[src/rtl/accum_seq_pkg.sv]
// Shared types and defaults for the frame-mean sequencer.
// State encoding and accumulator width live here.
package accum_seq_pkg;

  localparam int DATA_W_DEF   = 16;
  localparam int MAX_LOG2_DEF = 7;
  localparam int ACC_W        = DATA_W_DEF + MAX_LOG2_DEF;

  typedef enum logic [1:0] {
    IDLE,
    ACCUM,
    SCALE,
    OUT
  } state_e;

endpackage

[src/rtl/accum_sequencer_core.sv]
// Frame accumulator: synchronous clear, add-enable.
// Wide enough that a full frame of max samples cannot overflow.
module accum_core
  import accum_seq_pkg::*;
#(
  parameter int W = ACC_W
) (
  input  logic         clk,
  input  logic         rst,
  input  logic         clr,
  input  logic         add_en,
  input  logic [W-1:0] add_val,
  output logic [W-1:0] acc
);

  always_ff @(posedge clk) begin
    if (rst || clr) begin
      acc <= '0;
    end else if (add_en) begin
      acc <= acc + add_val;
    end
  end

endmodule

[src/rtl/accum_sequencer.sv]
// Collects 2**len_log2 samples, emits their truncated mean.
// Valid/ready on both sides; abort drops the frame silently.
module accum_sequencer
  import accum_seq_pkg::*;
#(
  parameter int DATA_W   = DATA_W_DEF,
  parameter int MAX_LOG2 = MAX_LOG2_DEF
) (
  input  logic              clk,
  input  logic              rst,
  input  logic              start,
  input  logic [2:0]        len_log2,
  input  logic              abort,
  input  logic [DATA_W-1:0] in_data,
  input  logic              in_valid,
  output logic              in_ready,
  output logic [DATA_W-1:0] out_data,
  output logic              out_valid,
  input  logic              out_ready,
  output logic              busy
);

  localparam int AW = DATA_W + MAX_LOG2;
  localparam int CW = MAX_LOG2 + 1;

  state_e        state, state_n;
  logic [2:0]    len_q, len_cl;
  logic [CW-1:0] cnt, n_m1;
  logic [AW-1:0] acc;
  logic          acc_clr, xfer, last;

  assign len_cl = (int'(len_log2) > MAX_LOG2)
                ? 3'(MAX_LOG2) : len_log2;
  assign n_m1   = (CW'(1) << len_q) - CW'(1);
  assign last   = (cnt == n_m1);
  assign xfer   = in_ready & in_valid;
  assign busy   = (state != IDLE);

  accum_core #(
    .W(AW)
  ) u_core (
    .clk     (clk),
    .rst     (rst),
    .clr     (acc_clr),
    .add_en  (xfer),
    .add_val (AW'(in_data)),
    .acc     (acc)
  );

  always_comb begin
    state_n  = state;
    acc_clr  = 1'b0;
    in_ready = 1'b0;
    unique case (state)
      IDLE: begin
        if (start) begin
          state_n = ACCUM;
          acc_clr = 1'b1;
        end
      end
      ACCUM: begin
        if (abort) begin
          state_n = IDLE;
        end else begin
          in_ready = 1'b1;
          if (in_valid && last) state_n = SCALE;
        end
      end
      SCALE: begin
        state_n = abort ? IDLE : OUT;
      end
      OUT: begin
        if (abort || out_ready) state_n = IDLE;
      end
      default: state_n = IDLE;
    endcase
  end

  always_ff @(posedge clk) begin
    if (rst) begin
      state     <= IDLE;
      cnt       <= '0;
      len_q     <= '0;
      out_data  <= '0;
      out_valid <= 1'b0;
    end else begin
      state     <= state_n;
      out_valid <= (state_n == OUT);
      if (state == IDLE && start) begin
        len_q <= len_cl;
        cnt   <= '0;
      end else if (xfer) begin
        cnt <= cnt + CW'(1);
      end
      // an aborted SCALE must leave the previous mean intact
      if (state == SCALE && !abort) begin
        out_data <= DATA_W'(acc >> len_q);
      end
    end
  end

endmodule
[config.mk]
export PLATFORM = sky130hd
export DESIGN_NAME = accum_sequencer
export DESIGN_NICKNAME = d
export VERILOG_FILES = /design/src/rtl/accum_seq_pkg.sv /design/src/rtl/accum_sequencer_core.sv /design/src/rtl/accum_sequencer.sv
export SDC_FILE = /design/constraint.sdc
export NUM_CORES = 1
export LEC_CHECK = 0
export CORE_MARGIN = 3
export CORE_UTILIZATION = 58
export CTS_CLUSTER_DIAMETER = 200
export DETAILED_ROUTE_END_ITERATION = 6
export DONT_BUFFER_PORTS = 1
export PLACE_DENSITY = 0.76
export SYNTH_ARGS = -nofsm -noshare
export SYNTH_HDL_FRONTEND = slang
export SYNTH_SLANG_ARGS = --single-unit
[constraint.sdc]
create_clock -name clk -period 2.33 [get_ports clk]
set_input_delay 0.233 -clock clk [delete_from_list [all_inputs] [get_ports clk]]
set_output_delay 0.233 -clock clk [all_outputs]
set_load 0.05 [all_outputs]
## After elaboration in Yosys (flattened, before gate mapping)

Index checks and enable logic that the tools add are counted.

| word-level totals | value |
|---|---|
| register bits | 53 |
| output and inout port bits | 19 |

| cells by class | value |
|---|---|
| add/sub/neg operators | 3 |
| equality and inequality tests | 5 |
| shift operators | 2 |
| muxes and demuxes | 10 |
| bitwise operators | 1 |
| reductions and logical operators | 9 |

Operators by type and width:

| kind | number |
|---|---|
| adder 23 x 16 -> 23 bit | 1 |
| >> shifter 23 x 3 -> 16 bit | 1 |
| two-way mux 2 bit | 5 |
| adder 8 x 1 -> 8 bit, second input constant | 1 |
| equality test 8 bit | 1 |
| one-hot mux 2 bit (4 select lines) | 1 |
| << shifter 1 x 3 -> 8 bit, first input constant | 1 |
| subtractor 8 x 2 -> 8 bit, second input constant | 1 |
| equality test 2 bit, second input constant | 3 |
| two-way mux 1 bit | 4 |
| logical AND 1 bit | 3 |
| equality test 2 x 1 -> 1 bit, second input constant | 1 |
| zero test 2 bit | 1 |
| logical OR 1 bit | 2 |
| nonzero test 2 bit | 1 |
| OR reduction 2 bit | 1 |
| AND 1 bit | 1 |
| zero test 1 bit | 1 |

## Logic depth before layout (Yosys ltp)

Gate-level depths: netlist of the first run.

| depth | value |
|---|---|
| word-level depth | 8 |
| gate-level depth with buffers | 11 |

## By module

From an unflattened synthesis of the first run, not the netlist that was laid out.

| second synthesis, totals | value |
|---|---|
| cell total of the unflattened synthesis | 481 |
| area, all modules | 4032.6 sq um |

By module, submodules not included:

| module | instances | cells each | area each (sq um) | sequential area each (sq um) |
|---|---|---|---|---|
| accum_core | 1 | 264 | 2047.0 | 460.4 |
| accum_sequencer | 1 | 217 | 1985.7 | 600.6 |

## Worst setup path after synthesis of the first run

No wires, ideal clock.

| path | value |
|---|---|
| path kind | flip-flop to flip-flop |
| from | register state[0] |
| to | register u_core.acc[13] |
| arrival time | 2.670 ns |
| required time | 2.268 ns |
| setup slack | -0.402 ns |
| stages on the path, launching flop included | 6 |
| buffers on the path | 1 |
| cells stage by stage | dfxtp_1 > buf_2 > nor3b_1 > nand2_1 > or4_1 > nand3_1 |

| between the ends | value |
|---|---|
| word-level cells in the longest chain between the ends | 3 |
| elaborated cells on any way between the ends | 6 |
| classes of those cells | eq/ne (1); mux (2); bitwise (1); reduce/logical (2) |

Ends and longest elaborated chain:

| element | RTL line | text |
|---|---|---|
| start: declaration | accum_sequencer.sv:26 | `state_e state, state_n;` |
| start signal: assignment | accum_sequencer.sv:87 | `state <= state_n;` |
| equality test 2 x 1 -> 1 bit | accum_sequencer.sv:54 | `unique case (state)` |
| two-way mux 1 bit | accum_sequencer.sv:54 |  |
| via in_ready | accum_sequencer.sv:16 | `output logic in_ready,` |
| AND 1 bit | accum_sequencer.sv:36 | `assign xfer = in_ready & in_valid;` |
| end signal: assignment | accum_sequencer_core.sv:20 | `acc <= acc + add_val;` |
| end: declaration | accum_sequencer_core.sv:13 | `output logic [W-1:0] acc` |

The timed path passes the listed nets, and every way through them passes these cells.
A chain may end at the register's enable or synchronous reset.

## Final worst setup path of the first run

| path | value |
|---|---|
| from | register u_core.acc[0] |
| to | register u_core.acc[18] |

| between the ends | value |
|---|---|
| word-level cells in the longest chain between the ends | 1 |

Ends and longest elaborated chain:

| element | RTL line |
|---|---|
| adder 23 x 16 -> 23 bit | accum_sequencer_core.sv:20 |

Every way passes these cells.

==> results of run 1 <==
layer usage:
metal	vias to the layer above	routed length, um	global-route usage
li1	1602	-	-
met1	1433	3970	0.3189
met2	83	3419	0.3439
met3	8	542	0.04899
met4	0	117	0.06331
met5	-	0	0
registers in the layout, summed over array words and instances (netlist names):
| register | flops |
|---|---|
| out_data | 16 |
| len_q | 3 |
| state | 2 |
| cnt | 8 |
| out_valid | 1 |
| u_core.acc | 23 |
how the worst min path moves through the flow:
stage / slack [ns] / end / start / cells past startpoint
after global placement: 0.31 / len_q[1]$_SDFFE_PP0P_ / rst / 1
after global routing: 0.07 / len_q[2]$_SDFFE_PP0P_ / len_log2[2] / 2
after detailed placement: 0.31 / out_data[2]$_SDFFE_PP0P_ / rst / 1
final: 0.08 / len_q[1]$_SDFFE_PP0P_ / len_log2[1] / 2
after CTS: 0.07 / len_q[1]$_SDFFE_PP0P_ / len_log2[1] / 2
after floorplan: 0.32 / out_valid$_SDFF_PP0_ / rst / 1
power breakdown:
part,internal [uW],switching [uW],leakage [uW]
Clock,427,310,0.0000681
Combinational,133,186,0.000852
Sequential,918,21.6,0.000428
cells by family (layout without fill, tap and decap cells):
family	count (synthesis)	after routing
simple gates	153	153
buf+inv	37	33
mux	56	56
xor+xnor	19	19
flops	53	53
compound gates	100	100
fa+ha+maj	19	19
cell usage after synthesis, types with 9 or more instances:
cell / n
a211oi_1: 21
a21oi_1: 38
buf_2: 13
clkbuf_1: 10
dfxtp_1: 53
ha_1: 18
inv_1: 10
mux2i_1: 51
nand2_1: 40
nand3_1: 19
nand4_1: 9
nor2_1: 38
o21ai_0: 10
xnor2_1: 10
xor2_1: 9
stage by stage:
step | total power (uW) | std cells | hold slack (ns) | area, um^2 | util
after global placement | 1261 | 499 | 0.3080 | 3771 | 0.6258
after floorplan | 1226 | 437 | 0.3187 | 3716 | -
after detailed placement | 1269 | 499 | 0.3102 | 3771 | 0.6258
after CTS | 2000 | 508 | 0.07160 | 3915 | 0.6497
final | 1995 | 508 | 0.07603 | 3945 | 0.6547
after global routing | 2080 | 508 | 0.07372 | 3945 | 0.6547
worst max-delay path: stages (launching register included):
cell and delay (ns):
dfxtp_1 0.35, ha_2 0.19, inv_1 0.05, fa_1 0.39, nand2b_4 0.18, a21oi_4 0.17
o21ai_2 0.11, o31ai_4 0.40, nand3_1 0.15, a21oi_2 0.14
timing repair:
item                                    4_1_cts  5_1_grt
endpoints found under the hold margin        20        0
endpoints found under the setup margin        0        9
hold buffers                                  1        0
buffers inserted                              0        0
gates resized for setup                       0        7
cell type report:
cell class,count,area (um^2)
multi-input cells,347,2504
fillers,528,2081
flip-flops and latches,53,1061
repair buffers,15,115.1
well taps,75,93.84
clock buffers,5,68.82
clock inverters,3,65.06
inverters,10,37.54
==> impl_metrics.tcl, run 1 <==
set metrics [dict create \
    rsz0062_at_grt "true" \
    fmaxAchievable_ghz 0.4536 \
    tns_ns 0 \
    synth.distinct_cells 55 \
    setup_viol 0 \
    synth_xor_area_frac 0.04528 \
    grt_pass1_vias 2905 \
    synth_top_family_by_area "simple AND/OR/NAND/NOR gates" \
    hpwl_um 6147 \
    synth_fa_ha_area_frac 0.06673 \
    dr.first_iter.drc_count 161 \
    ios 44 \
    cellPowerDensity_nw_per_um2 505.7 \
    row_count 28 \
    fin_crit_ns 2.205 \
    cts_tree "built" \
    n_antenna_cell 0 \
    die_x_um 85.60 \
    drc_errors 0 \
    critical_path_class "register to register" \
    required_ns 2.58 \
    htreeDepth 2 \
    clockRootBuffer "clkbuf_8" \
    peakVddDrop_uv 284.7 \
    synthTopCellsByArea "dfxtp_1 (29%), mux2i_1 (14%), ha_1 (6.1%)" \
    fin_crit_sh 0.9462 \
    clock_latency_ns 0.31 \
    synth_area_um2 3675 \
    grt_overflow 0 \
    cp-end-kind "register" \
    synthCells 437 \
    p_leak_uw 0.001348 \
    worst_slew_pin_slew_ns 0.7007 \
    r2r-start "u_core.acc[0]$_SDFFE_PP0P_" \
    drtAntennaViolNets 0 \
    track_usage 0.2248 \
    reg2reg_depth 9 \
    yosysWarningCount 0 \
    path_max_fanout 7 \
    synthFlopType "dfxtp_1" \
    portBuffers 0 \
    place_congestion 0.8756 \
    final_max_slew_viol_count 0 \
    crit_path_start_kind "register" \
    startpoint "u_core.acc[0]$_SDFFE_PP0P_" \
    synth_edf_count 0 \
    syn_avg_cell_area_um2 8.409 \
    via_count 3126 \
    max_cap_violations 0 \
    yosysTopAreaCellShare 0.2887 \
    antenna_found_initial 0 \
    fin_skew_ns 0.004591 \
    cts_sinks 53 \
    clkTransAtPathRegs_ns 0.09 \
    grt_max_degree 33 \
    grt_pass1_wl_um 13630 \
    final_nets 476 \
    yosysTopAreaCell "dfxtp_1" \
    final_cell_mix "dfxtp_1 (53), mux2i_1 (51), nand2_1 (40)" \
    synth-compound-area-share 0.1764 \
    synth_seq_cells 53 \
    synthArstFlopShare 0 \
    layout_commonest_cell "dfxtp_1" \
    vias_per_cell 6.154 \
    syn_nets 481 \
    yosysSeqAreaShare 0.2887 \
    die_h_um 85.60 \
    wl_per_cell_um 15.84 \
    slew_headroom 0.5313 \
    min_path_type "input pin to register" \
    arrival_ns 2.46 \
    dp_slack_ns 0.05224 \
    routed_wl_um 8048 \
    r2r_end "u_core.acc[18]$_SDFFE_PP0P_" \
    core_um2 6026 \
    cts_max_path_buffers 2 \
    crit_end "u_core.acc[18]$_SDFFE_PP0P_" \
    drive_gt1_frac 0.1062 \
    finalHoldViolCount 0 \
    final.setup.worst_slack_ns 0.1253 \
    dieArea_um2 7327 \
    synthMuxAreaShare 0.1665 \
    syn_to_final_growth_pct 7.354 \
    synthSimpleGateAreaFrac 0.2121 \
    dr.pass1.iters 5 \
    start_util 0.6098 \
    status "finished, final reports clean" \
    r2r_slack_ns 0.13 \
    cts_buffers 5 \
]
(Power assumes the default switching activity.)
==> run 2: changes to the inputs <==
--- a/config.mk
+++ b/config.mk
@@ -6,11 +6,12 @@
 export NUM_CORES = 1
 export LEC_CHECK = 0
 export CORE_MARGIN = 3
-export CORE_UTILIZATION = 58
+export CORE_UTILIZATION = 60
+export CTS_BUF_LIST = sky130_fd_sc_hd__clkbuf_2 sky130_fd_sc_hd__clkbuf_4 sky130_fd_sc_hd__clkbuf_8
 export CTS_CLUSTER_DIAMETER = 200
 export DETAILED_ROUTE_END_ITERATION = 6
 export DONT_BUFFER_PORTS = 1
-export PLACE_DENSITY = 0.76
+export PLACE_DENSITY = 0.79
 export SYNTH_ARGS = -nofsm -noshare
 export SYNTH_HDL_FRONTEND = slang
 export SYNTH_SLANG_ARGS = --single-unit
==> impl_metrics.tcl, run 2 (synthesis gave the netlist of run 1 again) <==
set metrics [dict create \
    dr.first_iter.drc_count 215 \
    portBuffers 0 \
    worst_slew_pin_slew_ns 0.7105 \
    largest_reg_flops 23 \
    grt_pass1_wl_um 13550 \
    dieArea_um2 7100 \
    status "finished, final reports clean" \
    htreeDepth 2 \
    comb_power_share 0.176 \
    cts_sinks 53 \
    setup_viol 0 \
    final.fill_count 464 \
    min_path_type "input pin to register" \
    post_cts_buffers 0 \
    path_max_fanout 7 \
    clkTransAtPathRegs_ns 0.10 \
    cellPowerDensity_nw_per_um2 463.2 \
    dpl_cell_area_um2 3767 \
    arrival_ns 2.38 \
    clockRootBuffer "clkbuf_8" \
    place_congestion 0.8622 \
    grt_max_degree 33 \
    die_h_um 84.26 \
    wl_per_cell_um 15.91 \
    final_max_slew_viol_count 0 \
    peakVddDrop_uv 254.3 \
    ios 44 \
    critical_path_class "register to register" \
    critPathSlowestCell "o31ai_4" \
    p_leak_uw 0.001330 \
    drive_gt1_frac 0.1085 \
    cts_max_path_buffers 2 \
    dp_slack_ns 0.07788 \
    cp_cell_sequence "ha_2, inv_1, fa_1, nand2b_4, a21oi_2, o21ai_2, o31ai_4, a21o_1, a21oi_2" \
    hpwl_um 6113 \
    switching_power_uw 515.6 \
    grt_overflow 0 \
    via_count 3154 \
    syn_to_final_growth_pct 6.367 \
    die_x_um 84.26 \
    pwr-share-seq 0.520 \
    max_flop_register "u_core.acc" \
    grt_pass1_vias 2860 \
    fin_skew_ns 0.009513 \
    swShare 0.2848 \
    drc_errors 0 \
    antenna_found_initial 0 \
    slew_headroom 0.5248 \
    critPathMaxStageDelay_ns 0.40 \
    cts_buffers 5 \
    row_count 27 \
    start_util 0.6437 \
    fin_crit_ns 2.175 \
    p_clk_frac 0.304 \
    dr.pass1.iters 5 \
    cp-end-kind "register" \
    cts_tree "built" \
    reg_top3 "u_core.acc: 23 flops, out_data: 16 flops, cnt: 8 flops" \
    final_cell_mix "dfxtp_1 (53), mux2i_1 (51), nand2_1 (40)" \
    p_int_uw 1295 \
    vias_per_cell 6.246 \
    hold_slack_ns 0.08215 \
    core_um2 5709 \
    fin_area_um2 3909 \
    crit_path_frequent_cell "a21oi_2" \
    fin_crit_sh 0.9336 \
    power_uw 1810 \
    crit_path_start_kind "register" \
    fmaxAchievable_ghz 0.4597 \
    utilization 0.6846 \
    drtAntennaViolNets 0 \
    final_nets 476 \
    n_antenna_cell 0 \
    rsz0062_at_grt "true" \
    layout_commonest_cell "dfxtp_1" \
    clock_latency_ns 0.31 \
    final.setup.worst_slack_ns 0.1547 \
    track_usage 0.2271 \
    required_ns 2.53 \
    routed_wl_um 8035 \
    finalHoldViolCount 0 \
    max_cap_violations 0 \
]
[run 2: changes by cell type in the layout (fill, tap and decap cells not counted)]
cell	change
bufinv_16	-2
a21oi_2	+1
a21oi_4	-1
clkbuf_8	+1
clkinv_4	+1
ha_1	-1
ha_4	+1
[run 2: worst max-delay path: cells and delay by family (launching register included)]
kind | cells | cell delay, ns
DFF | 1 | 0.35
AOI/OAI and AO/OA | 5 | 0.93
adders and majority gates | 2 | 0.57
buffers and inverters | 1 | 0.05
and+or+nand+nor | 1 | 0.17
[run 2: power by group through the flow]
stage                     Clock (uW)  Combinational, uW  Sequential (uW)
after CTS                        561                314              941
after global routing             591                350              945
after floorplan                    0                274              952
final                            550                319              942
after global placement             0                299              962
after detailed placement           0                306              962
[run 2: final timing paths]
check	startpoint	depth (start not counted)	to	slack [ns]
max	u_core.acc[0]$_SDFFE_PP0P_	9	u_core.acc[18]$_SDFFE_PP0P_	0.15
min	len_log2[0]	2	len_q[0]$_SDFFE_PP0P_	0.08
max reg2reg	u_core.acc[0]$_SDFFE_PP0P_	9	u_core.acc[18]$_SDFFE_PP0P_	0.15
min reg2reg	u_core.acc[4]$_SDFFE_PP0P_	2	u_core.acc[4]$_SDFFE_PP0P_	0.51
[run 2: routing by layer]
| metal | routed length (um) | vias to the layer above | global-route usage | part of all wire |
|---|---|---|---|---|
| li1 | - | 1596 | - | - |
| met1 | 4014 | 1441 | 0.3295 | 0.50 |
| met2 | 3309 | 103 | 0.3321 | 0.41 |
| met3 | 508 | 14 | 0.05201 | 0.063 |
| met4 | 203 | 0 | 0.07310 | 0.025 |
| met5 | 0 | - | 0 | 0 |
[run 2: area by class of cell]
| type | instances | area, um^2 | area share |
|---|---|---|---|
| inverter | 10 | 37.54 | 0.009603 |
| clock inverter | 2 | 13.76 | 0.003521 |
| clock buffer | 6 | 82.58 | 0.02113 |
| tap | 72 | 90.09 | 0.02305 |
| multi-input combinational | 347 | 2509 | 0.6418 |
| timing repair buffer | 15 | 115.1 | 0.02945 |
| sequential | 53 | 1061 | 0.2714 |
[run 2: timing repair]
| item | in CTS | in global routing |
|---|---|---|
| hold buffers | 1 | 0 |
| hold endpoints to repair | 20 | 0 |
| setup endpoints to repair | 0 | 6 |
| resized for setup | 0 | 7 |
[run 2: metrics by stage]
| step | cells | TNS, ns |
|---|---|---|
| 2_1_floorplan | 437 | 0 |
| 3_3_place_gp | 496 | 0 |
| 3_5_place_dp | 496 | 0 |
| 4_1_cts | 505 | 0 |
| 5_1_grt | 505 | -0.01795 |
| 6_report | 505 | 0 |
